File: src/rtl/fsk_bit_serializer.sv
// FSK bit serializer: frames a payload word (start, LSB-first data, optional
// parity, stop bits) onto tone_sel, advancing one bit per rising edge of baud_clk.
module fsk_bit_serializer #(
    parameter int DATA_BITS  = 8,
    parameter int PARITY_EN  = 0,
    parameter int PARITY_ODD = 0,
    parameter int STOP_BITS  = 1
) (
    input  logic                 clk_in,
    input  logic                 reset_n,
    input  logic                 baud_clk,
    input  logic [DATA_BITS-1:0] data_in,
    input  logic                 data_valid,
    output logic                 data_ready,
    output logic                 tone_sel,
    output logic                 tx_busy,
    output logic                 frame_done
);

    localparam int            CW        = $clog2(DATA_BITS + 1);
    localparam logic [CW-1:0] LAST_DATA = CW'(DATA_BITS - 1);
    localparam logic [CW-1:0] LAST_STOP = CW'(STOP_BITS - 1);
    localparam logic          PAR_INV   = (PARITY_ODD != 0);

    typedef enum logic [2:0] {IDLE, WAIT_TICK, START, DATA, PARITY, STOP} state_t;

    state_t               state_q, state_d;
    logic [DATA_BITS-1:0] sr_q, sr_d;
    logic [CW-1:0]        cnt_q, cnt_d;
    logic                 par_q, par_d;
    logic                 pend_q, pend_d;
    logic                 tone_q, tone_d;
    logic                 done_q, done_d;
    logic                 baud_q;
    logic                 baud_tick, last_stop, accept;

    assign baud_tick  = baud_clk & ~baud_q;
    assign last_stop  = (state_q == STOP) && (cnt_q == LAST_STOP);
    // Once a follow-on word is parked during the final stop bit, stop accepting.
    assign data_ready = (state_q == IDLE) || (last_stop && !pend_q);
    assign accept     = data_valid && data_ready;
    assign tone_sel   = tone_q;
    assign tx_busy    = (state_q != IDLE);
    assign frame_done = done_q;

    always_comb begin
        state_d = state_q;
        sr_d    = sr_q;
        cnt_d   = cnt_q;
        par_d   = par_q;
        pend_d  = pend_q;
        tone_d  = tone_q;
        done_d  = 1'b0;

        if (accept) begin
            sr_d   = data_in;
            par_d  = (^data_in) ^ PAR_INV;
            pend_d = (state_q == STOP);
        end

        case (state_q)
            IDLE: begin
                // A tick coinciding with acceptance is deliberately not counted.
                if (accept) state_d = WAIT_TICK;
            end
            WAIT_TICK: begin
                if (baud_tick) begin
                    state_d = START;
                    tone_d  = 1'b0;
                end
            end
            START: begin
                if (baud_tick) begin
                    state_d = DATA;
                    tone_d  = sr_q[0];
                    cnt_d   = '0;
                end
            end
            DATA: begin
                if (baud_tick) begin
                    if (cnt_q == LAST_DATA) begin
                        cnt_d = '0;
                        if (PARITY_EN != 0) begin
                            state_d = PARITY;
                            tone_d  = par_q;
                        end else begin
                            state_d = STOP;
                            tone_d  = 1'b1;
                        end
                    end else begin
                        cnt_d  = cnt_q + CW'(1);
                        sr_d   = sr_q >> 1;
                        tone_d = sr_q[1];
                    end
                end
            end
            PARITY: begin
                if (baud_tick) begin
                    state_d = STOP;
                    tone_d  = 1'b1;
                    cnt_d   = '0;
                end
            end
            STOP: begin
                if (baud_tick) begin
                    if (last_stop) begin
                        done_d = 1'b1;
                        cnt_d  = '0;
                        if (pend_q || accept) begin
                            state_d = START;
                            tone_d  = 1'b0;
                            pend_d  = 1'b0;
                        end else begin
                            state_d = IDLE;
                        end
                    end else begin
                        cnt_d = cnt_q + CW'(1);
                    end
                end
            end
            default: state_d = IDLE;
        endcase
    end

    always_ff @(posedge clk_in or negedge reset_n) begin
        if (!reset_n) begin
            state_q <= IDLE;
            sr_q    <= '0;
            cnt_q   <= '0;
            par_q   <= 1'b0;
            pend_q  <= 1'b0;
            tone_q  <= 1'b1;
            done_q  <= 1'b0;
            baud_q  <= 1'b0;
        end else begin
            state_q <= state_d;
            sr_q    <= sr_d;
            cnt_q   <= cnt_d;
            par_q   <= par_d;
            pend_q  <= pend_d;
            tone_q  <= tone_d;
            done_q  <= done_d;
            baud_q  <= baud_clk;
        end
    end

endmodule

File: config.mk
export PLATFORM = sky130hd
export DESIGN_NAME = fsk_bit_serializer
export DESIGN_NICKNAME = d
export VERILOG_FILES = /design/src/rtl/fsk_bit_serializer.sv
export SDC_FILE = /design/constraint.sdc
export NUM_CORES = 1
export LEC_CHECK = 0
export ABC_AREA = 1
export BUFFER_PORTS_ARGS = -buffer_cell sky130_fd_sc_hd__buf_4
export CELL_PAD_IN_SITES_DETAIL_PLACEMENT = 1
export CELL_PAD_IN_SITES_GLOBAL_PLACEMENT = 1
export CORE_MARGIN = 1
export CORE_UTILIZATION = 39
export DETAILED_ROUTE_END_ITERATION = 10
export PLACE_DENSITY_LB_ADDON = 0.1
export SYNTH_ARGS = -nofsm -noshare
export SYNTH_HDL_FRONTEND = slang
export SYNTH_SLANG_ARGS = --single-unit
File: constraint.sdc
create_clock -name clk_in -period 1.5 [get_ports clk_in]
set_input_delay 0.075 -clock clk_in [delete_from_list [all_inputs] [get_ports clk_in]]
set_output_delay 0.075 -clock clk_in [all_outputs]
set_load 0.005 [all_outputs]
=== Word-level counts from Yosys, hierarchy flattened ===
Cells that the tools add are included.

* Register bits after elaboration: 19
* Bits in latches: 0
* Bits in writable memories: 0
* ROM bits: 0
* Output and inout bits: 4
* Word-level logic and storage cells: 78
* Memories kept: 0

* Add/subtract/negate cells: 1
* $mul: 0
* Divide/modulo/power cells: 0
* Magnitude comparators: 0
* Eq/ne operators: 16
* Shift-type cells: 0
* Mux-type cells: 37
* Bitwise logic cells: 2
* Reduce and logical (&&, ||, !) cells: 15

{| class="wikitable"
|+ Operator list
! cell !! count
|-
| $mux W8 || 4
|-
| $mux W3 || 8
|-
| $mux W4 || 5
|-
| $pmux W3 S6 || 1
|-
| $mux W1 || 16
|-
| $ne A2 B2 Y1 const B || 8
|-
| $reduce_and A8 Y1 || 2
|-
| $pmux W4 S3 || 1
|-
| $eq A3 B2 Y1 const B || 2
|-
| $eq A3 B3 Y1 const B || 2
|-
| $reduce_bool A3 Y1 || 2
|-
| $pmux W1 S5 || 1
|-
| $reduce_bool A5 Y1 || 1
|-
| $add A4 B1 Y4 const B || 1
|-
| $eq A4 B3 Y1 const B || 1
|-
| $logic_not A4 Y1 || 1
|-
| $ne A2 B1 Y1 const B || 2
|-
| $reduce_and A4 Y1 || 1
|-
| $eq A3 B1 Y1 const B || 1
|-
| $logic_and A1 B1 Y1 || 3
|-
| $logic_not A3 Y1 || 1
|-
| $logic_or A1 B1 Y1 || 2
|-
| $mux W2 || 1
|-
| $reduce_or A2 Y1 || 1
|-
| other kinds (3) || 3
|}

=== Logic depth before layout (Yosys ltp) ===
Gate-level depths: netlist of run 1.

* Depth after elaboration: 10
* Gate-level depth with buffers: 11

=== Worst setup path before layout of run 1 ===
Ideal clock, no wire load.

* Path type: reg-to-reg
* Start point: reg cnt_q[0]
* End point: reg sr_q[7]
* Data arrival time: 1.284 ns
* Required time: 1.380 ns
* Path slack: 0.096 ns
* Cell stages (with the launch flop): 11
* Path buffers: 1
* Clock period less this slack: 1.404 ns
* Cell sequence: dfrtp_1 -> inv_1 -> ha_1 -> nand2_1 -> nor2_1 -> nand2_1 -> nand2_2 -> nand2_4 -> buf_6 -> o21ai_0 -> nor2_1

* Longest elaborated chain between the ends: 9

{| class="wikitable"
|+ Ends and longest elaborated chain
! element !! RTL line !! text
|-
| from (decl) || 29 || <nowiki>logic [CW-1:0] cnt_q, cnt_d;</nowiki>
|-
| from (signal assigned) || 138 || <nowiki>cnt_q <= cnt_d;</nowiki>
|-
| $logic_not A4 Y1 (*) || 38 || <nowiki>assign last_stop = (state_q == STOP) && (cnt_q == LAST_STOP);</nowiki>
|-
| $logic_and A1 B1 Y1 (*) || 38 ||
|-
| $logic_and A1 B1 Y1 (*) || 40 || <nowiki>assign data_ready = (state_q == IDLE) || (last_stop && !pend_q);</nowiki>
|-
| $logic_or A1 B1 Y1 (*) || 40 ||
|-
| via data_ready || 14 || <nowiki>output logic data_ready,</nowiki>
|-
| $logic_and A1 B1 Y1 (*) || 41 || <nowiki>assign accept = data_valid && data_ready;</nowiki>
|-
| $mux W8 (*) || 55 || <nowiki>if (accept) begin</nowiki>
|-
| $mux W8 || 81 || <nowiki>if (cnt_q == LAST_DATA) begin</nowiki>
|-
| $mux W8 || 80 || <nowiki>if (baud_tick) begin</nowiki>
|-
| $mux W8 (*) || 61 || <nowiki>case (state_q)</nowiki>
|-
| via sr_d[7] || 28 || <nowiki>logic [DATA_BITS-1:0] sr_q, sr_d;</nowiki>
|-
| to (signal assigned) || 137 || <nowiki>sr_q <= sr_d;</nowiki>
|-
| to (decl) || 28 ||
|}

Mark *: on every way through the listed nets, which the timed path passes. The rest lies on a longest branch.
A chain may end at the register's enable or synchronous reset.

=== Final worst setup path of run 1 ===
* Start point: reg state_q[0]
* End point: reg sr_q[0]

* Longest elaborated chain between the ends: 9

{| class="wikitable"
|+ Ends and longest elaborated chain
! element !! RTL line !! text
|-
| from (decl) || 27 || <nowiki>state_t state_q, state_d;</nowiki>
|-
| from (signal assigned) || 136 || <nowiki>state_q <= state_d;</nowiki>
|-
| $eq A3 B3 Y1 || 38 ||
|-
| $logic_and A1 B1 Y1 || 38 ||
|-
| $logic_and A1 B1 Y1 || 40 ||
|-
| $logic_or A1 B1 Y1 || 40 ||
|-
| $logic_and A1 B1 Y1 || 41 ||
|-
| $mux W8 || 55 ||
|-
| $mux W8 || 81 ||
|-
| $mux W8 || 80 ||
|-
| $mux W8 (*) || 61 ||
|-
| via sr_d[0] || 28 ||
|}

Marked as above.

==> results of run 1 <==
## stage by stage
step / setup WS (ns) / power, mW / area, um2 / utilization, % / std cells
floorplan: 0.0964 / 1.69 / 1060 / - / 145
global placement: 0.0146 / 1.98 / 1230 / 48.9 / 193
detailed placement: -0.0307 / 2.05 / 1230 / 48.9 / 193
CTS: -0.0545 / 2.51 / 1350 / 53.5 / 203
global route: -0.103 / 3.20 / 1510 / 60.0 / 208
finish: -0.0144 / 2.99 / 1510 / 60.0 / 208
## layer usage
metal / part of all wire (%) / vias up
met5: 0 / -
met1: 43 / 517
met2: 54 / 15
met3: 1.6 / 4
met4: 1.1 / 0
li1: - / 523
## report_power, final
part | switching (mW) | internal, mW
Combinational | 1.03 | 0.729
Sequential | 0.201 | 0.755
Clock | 0.177 | 0.0998
Total | 1.41 | 1.58
## area by class of cell
cell class	instances	area [um2]
flip-flops and latches	19	479
fillers	323	1010
inverters	21	81.3
multi-input cells	104	644
repair buffers	30	244
clock buffers	3	22.5
well taps	30	37.5
clock inverters	1	5.00
## synthesized netlist by cell type (2+ instances only)
cell type   n  share of area (%)
o21ai_0    14                6.6
nor2_1     21                7.4
inv_1      20                7.1
ha_1        2                2.4
nand2_1    42                 15
nor3b_1     2                1.4
dfrtp_1    18                 42
a21oi_1     4                1.9
nor3_1      2               0.94
nand3_1     5                2.4
o21ai_1     2               0.94
## critical path: stages, from the launching register on
cell and delay, ns:
dfrtp_2 0.49, nor2_1 0.22, nand2_1 0.16, nand2_4 0.15, nand2_8 0.11, nand2_1 0.10, nand2_1 0.06, o21ai_0 0.16
## registers in the layout, summed over array words and instances, names as in the netlist
signal / cells
baud_q: 1
cnt_q: 4
frame_done: 1
pend_q: 1
sr_q: 8
state_q: 3
tone_sel: 1
## repair_timing
item / in CTS / in global routing
hold buffers: 2 / 1
hold endpoints to repair: 20 / 1
buffers inserted: 4 / 4
setup endpoints to repair: 16 / 17
pin swaps: 6 / 7
gates resized for setup: 12 / 43
## cell families (layout without fill, tap and decap cells)
family,Yosys count,count (layout),share of synthesized area [%]
AOI/OAI and AO/OA,22,22,11.1
xor gates and xnor gates,1,1,0.824
adders and majority gates,2,2,2.35
buffers and inverters,22,55,8.47
DFF,19,19,44.8
and+or+nand+nor,79,79,32.5
## worst min path at each step
stage / cells after the start / slack, ns / endpoint / startpoint
2_1_floorplan: 0 / -0.22 / baud_q / reset_n
3_3_place_gp: 1 / -0.03 / state_q[0] / reset_n
3_5_place_dp: 1 / -0.03 / state_q[0] / reset_n
4_1_cts: 3 / 0.02 / sr_q[7] / data_in[7]
5_1_grt: 3 / 0.02 / sr_q[3] / data_in[3]
6_report: 3 / 0.008 / sr_q[3] / data_in[3]
==> metrics, run 1 <==
sequential area share after synthesis=44.8%; Setup TNS=-0.0294 ns; total die area=0.00294 mm2; Mapped Avg Cell Area=7.33 um2; Critical Path Start=state_q[0]; I/O Buffers=15; Tmin final=1.51 ns; status=finished, violations left; area growth from synthesis to layout=42.4%; Pre-antenna DRT Iters=4; Tightest Pin Transition=0.272 ns; Ports=16; layout cells sized above 1=39.9%; Setup WS post-layout=-0.0144 ns; GP Congestion=0.741; GR Util met2=38.4%; element type at the critical path end=flip-flop; Starting Density=42.2%; Die Wd=54.2 um; ys async rst share=100%; TritonCTS buffer count=3; vias per cell=5.09; pin count of the biggest net entering global routing=20; number of cell rows=18; Post-Syn Area=0.00106 mm2; Seq cells post-synth=19; initial antenna violation count=0; CORE AREA=0.00252 mm2; GRT met3 Usage=2.50%; die height=54.2 um; MaxCap Viol Count=0; Max Clk Rate=660 MHz; H-tree levels=1; most frequent cells in the layout=nand2_1 (31), buf_4 (24), inv_1 (17), dfrtp_1 (16), nor2_1 (15); DR vias=1059; Critical Path AT=1.76 ns; synth unique cells=24; clk buf depth=2; Peak supply drop=0.00124 V; PwrDens=1980 mW/mm2; leakage=0.752 nW; Worst EP required=1.74 ns; CTS root buf=clkbuf_4; final period utilization=101%; DRC=0; r2r worst-path depth=7; nets=193; Routed WL=3320 um; Total GRT Usage=21.3%; worst setup path category=reg2reg; grt total ovfl=0; worst setup path end=sr_q[0]; crit-path max FO=18; worst rel slew slack=81.8%; CTS tree=done; max-slew violation count=0; initial drt markers=5; Wirelength per Cell=16.0 um; first-pass GRT wire length=4420 um; hold slack=0.00752 ns; Ys Warns=0; FF-to-FF End=sr_q[0]; post-detail-place hpwl=1930 um; failing checks=setup timing; R2R setup slack=-0.01 ns; Diodes inserted=0; met1 Track Usage GR=25.2%; clk_skew=0.0117 ns; Syn Inst Count=145; final setup vio count=4; syn_nets=159; post-route ant nets=0; FF-to-FF Start=state_q[0]; Critical Path Source Type=flip-flop; Worst-Skew Late Latency=0.32 ns; RSZ-0062 raised after global routing=yes; EDFF count, synth=0; Top Usage Layer GRT=met2; final hold violation count=0; via count of the first global-routing pass=983; most common cell after layout, fill and taps aside=nand2_1; Clock transition at path regs=0.12 ns; min-delay worst type=in2reg; clock sink total=19; Synth Flop Type=dfrtp_1
Note: power is estimated with default switching activity, not from simulation.
==> inputs of run 2 (changes only) <==
- ABC_AREA: 1 -> 0
- CORE_UTILIZATION: 39 -> 41
==> metrics, run 2 <==
status=finished, violations left (unchanged); failing checks=setup timing (unchanged); PwrDens=2080 mW/mm2 (was 1980 mW/mm2); Post-Syn Area=0.00105 mm2 (was 0.00106 mm2); Worst-Skew Late Latency=0.31 ns (was 0.32 ns); TritonCTS buffer count=3 (unchanged); area of the multi-input gates=654 um2 (was 644 um2); Clock transition at path regs=0.12 ns (about the same); Die Wd=52.5 um (was 54.2 um); R2R setup slack=-0.51 ns (was -0.01 ns); I/O Buffers=15 (unchanged); Critical Path Start=cnt_q[1] (was state_q[0]); worst setup path end=data_ready (was sr_q[0]); MaxCap Viol Count=0 (unchanged); Cell Count, Final, Fillers Out=199 (was 208); Starting Density=45.5% (was 42.2%); FF-to-FF Start=cnt_q[1] (was state_q[0]); Tightest Pin Transition=0.418 ns (was 0.272 ns); Synth Area in Simple Gates=28.8% (was 32.5%); top flop regs=sr_q (8), cnt_q (4), state_q (3) (unchanged); Mapped Avg Cell Area=8.57 um2 (was 7.33 um2); via count of the first global-routing pass=1138 (was 983); clk buf depth=2 (unchanged); initial antenna violation count=0 (unchanged); Yosys top cell area share=43.1% (was 42.4%); CORE AREA=0.00230 mm2 (was 0.00252 mm2); syn_nets=136 (was 159); Critical Path AT=1.93 ns (was 1.76 ns); post-layout util=69.9% (was 60.0%); H-tree levels=1 (unchanged); leakage=0.749 nW (was 0.752 nW); number of cell rows=17 (was 18); Critical Path Source Type=flip-flop (unchanged); DRC=0 (unchanged); Switching Fraction=42.8% (was 47.0%); EDFF count, synth=0 (unchanged); Worst EP required=1.42 ns (was 1.74 ns); pin count of the biggest net entering global routing=20 (unchanged); post-route ant nets=0 (unchanged); Setup WS post-layout=-0.508 ns (was -0.0144 ns); GP Congestion=0.825 (was 0.741); Largest register FFs=8 (unchanged); FF-to-FF End=sr_q[1] (was sr_q[0]); Post-synth top cells=nand2_1 (25), dfrtp_1 (18), nor2_1 (12) (was nand2_1 (42), nor2_1 (21), inv_1 (20)); initial drt markers=24 (was 5); cell accounting for the most synthesized area=dfrtp_1 (unchanged); Synth area leaders=dfrtp_1 (43%), nand2_1 (9.0%), o21ai_0 (4.3%) (was dfrtp_1 (42%), nand2_1 (15%), nor2_1 (7.4%)); Seq cells post-synth=19 (unchanged); final hold violation count=0 (unchanged); worst rel slew slack=72.0% (was 81.8%); total die area=0.00276 mm2 (was 0.00294 mm2); Synth Area in XOR/XNOR=0.837% (was 0.824%); Ys Warns=0 (unchanged); Ports=16 (unchanged); worst setup path category=reg2out (was reg2reg); CTS tree=done (unchanged); final period utilization=134% (was 101%); Compound-Gate Fraction of Synth Area=17.8% (was 11.1%); fill count=251 (was 323); Biggest register=sr_q (unchanged); Wirelength per Cell=20.7 um (was 16.0 um); Routed WL=4110 um (was 3320 um); post-detail-place hpwl=2170 um (was 1930 um); mux cell area share after synthesis=1.08% (was 0%); most common cell after layout, fill and taps aside=buf_4 (was nand2_1); element type at the critical path end=primary output (was flip-flop); Gate power share=62.7% (was 58.8%); min-delay worst type=in2reg (unchanged); vias per cell=5.71 (was 5.09); first-pass GRT wire length=5510 um (was 4420 um); synth unique cells=34 (was 24); Adder-Cell Fraction of Synth Area=2.39% (was 2.35%); DR vias=1136 (was 1059); die height=52.5 um (was 54.2 um); r2r worst-path depth=8 (was 7); Synth Flop Type=dfrtp_1 (unchanged); Total GRT Usage=28.8% (was 21.3%); Internal Power=1.91 mW (was 1.58 mW); grt total ovfl=0 (unchanged); most common cell in the netlist=nand2_1 (unchanged); Max Clk Rate=498 MHz (was 660 MHz); max-slew violation count=0 (unchanged); CTS root buf=clkbuf_4 (unchanged); nets=186 (was 193); largest family of logic cells by synthesized area=simple AND/OR/NAND/NOR gates (unchanged); crit-path max FO=3 (was 18); Diodes inserted=0 (unchanged); RSZ-0062 raised after global routing=yes (unchanged); ys async rst share=100% (unchanged); clock share of power=8.7% (was 9.3%); area growth from synthesis to layout=53.5% (was 42.4%); final setup vio count=20 (was 4); Placed Instances=184 (was 193); Tmin final=2.01 ns (was 1.51 ns); clock sink total=19 (unchanged); Switch Pwr=1.43 mW (was 1.41 mW); most frequent cells in the layout=buf_4 (40), nand2_1 (19), dfrtp_1 (16), nor2_1 (11) (was nand2_1 (31), buf_4 (24), inv_1 (17), dfrtp_1 (16), nor2_1 (15)); Pre-antenna DRT Iters=4 (unchanged); Sequential Power Share=28.6% (was 32.0%); layout cells sized above 1=46.8% (was 39.9%); Syn Inst Count=122 (was 145); Reg area=479 um2 (unchanged); Peak supply drop=0.00123 V (was 0.00124 V); clk_skew=0.00497 ns (was 0.0117 ns); sequential area share after synthesis=45.6% (was 44.8%)
-- run 2: cell count changes in the layout (fill, tap and decap cells not counted), sizes merged, moves of 7 or more --
cell / change
o21ai: -8
a31oi: +7
nand2: -19
inv: -18
buf: +20
nor2: -11
-- run 2: cell families after synthesis --
kind of cell / after synthesis
AND/OR/NAND/NOR: 62
AO/OA/AOI/OAI: 29
flip-flops: 19
buffers and inverters: 8
adder cells (fa/ha/maj): 2
XOR/XNOR: 1
multiplexers: 1
-- run 2: critical path: stages, from the launching register on --
cell     delay (ns)
dfrtp_1        0.43
inv_2          0.10
ha_4           0.13
or3b_4         0.40
o31ai_4        0.27
buf_4          0.19
buf_6          0.09
-- run 2: power by group through the flow --
stage	Sequential (mW)	Combinational (mW)	Clock, mW
5_1_grt	0.982	2.24	0.313
4_1_cts	0.937	1.76	0.277
3_5_place_dp	0.936	1.49	0
3_3_place_gp	0.923	1.42	0
6_report	0.958	2.10	0.290
2_1_floorplan	0.885	0.854	0
-- run 2: how the worst min path moves through the flow --
stage	startpoint	to	cells after the start
detailed placement	reset_n	state_q[1]	1
floorplan	reset_n	baud_q	0
global placement	reset_n	state_q[1]	1
CTS	data_in[7]	sr_q[7]	3
finish	data_in[7]	sr_q[7]	3
global route	data_in[7]	sr_q[7]	3
-- run 2: stage by stage --
stage	total power, mW	hold WS [ns]	TNS [ns]	instance area (um2)	setup WS (ns)
after global routing	3.53	-0.00538	-7.91	1610	-0.560
after floorplan	1.74	-0.221	-2.32	1050	-0.231
after detailed placement	2.42	-0.0373	-5.33	1350	-0.403
after CTS	2.97	0.0110	-4.57	1500	-0.358
after global placement	2.34	-0.0401	-4.34	1350	-0.323
final	3.35	0.000266	-7.04	1610	-0.508
-- run 2: final cells by class --
| class | count | share of cell area [%] |
|---|---|---|
| repair buffers | 49 | 24.9 |
| flip-flops and latches | 19 | 29.9 |
| well taps | 28 | 2.18 |
| multi-input cells | 96 | 40.8 |
| clock buffers | 4 | 1.64 |
| inverters | 3 | 0.701 |
-- run 2: routing by layer --
| metal | routed length [um] | vias to the layer above | share of wire (%) | track usage [%] |
|---|---|---|---|---|
| li1 | - | 526 | - | - |
| met1 | 1770 | 565 | 43 | 32.6 |
| met2 | 2080 | 33 | 51 | 51.9 |
| met3 | 168 | 12 | 4.1 | 5.51 |
| met4 | 95 | 0 | 2.3 | 11.8 |
| met5 | 0 | - | 0 | 0 |
-- run 2: repair_timing --
action / CTS / global route
hold buffers: 2 / 0
buffers inserted: 3 / 7
pin swaps: 10 / 23
hold endpoints to repair: 20 / 0
gates cloned: 1 / 0
setup endpoints to repair: 20 / 20
gates resized for setup: 28 / 19
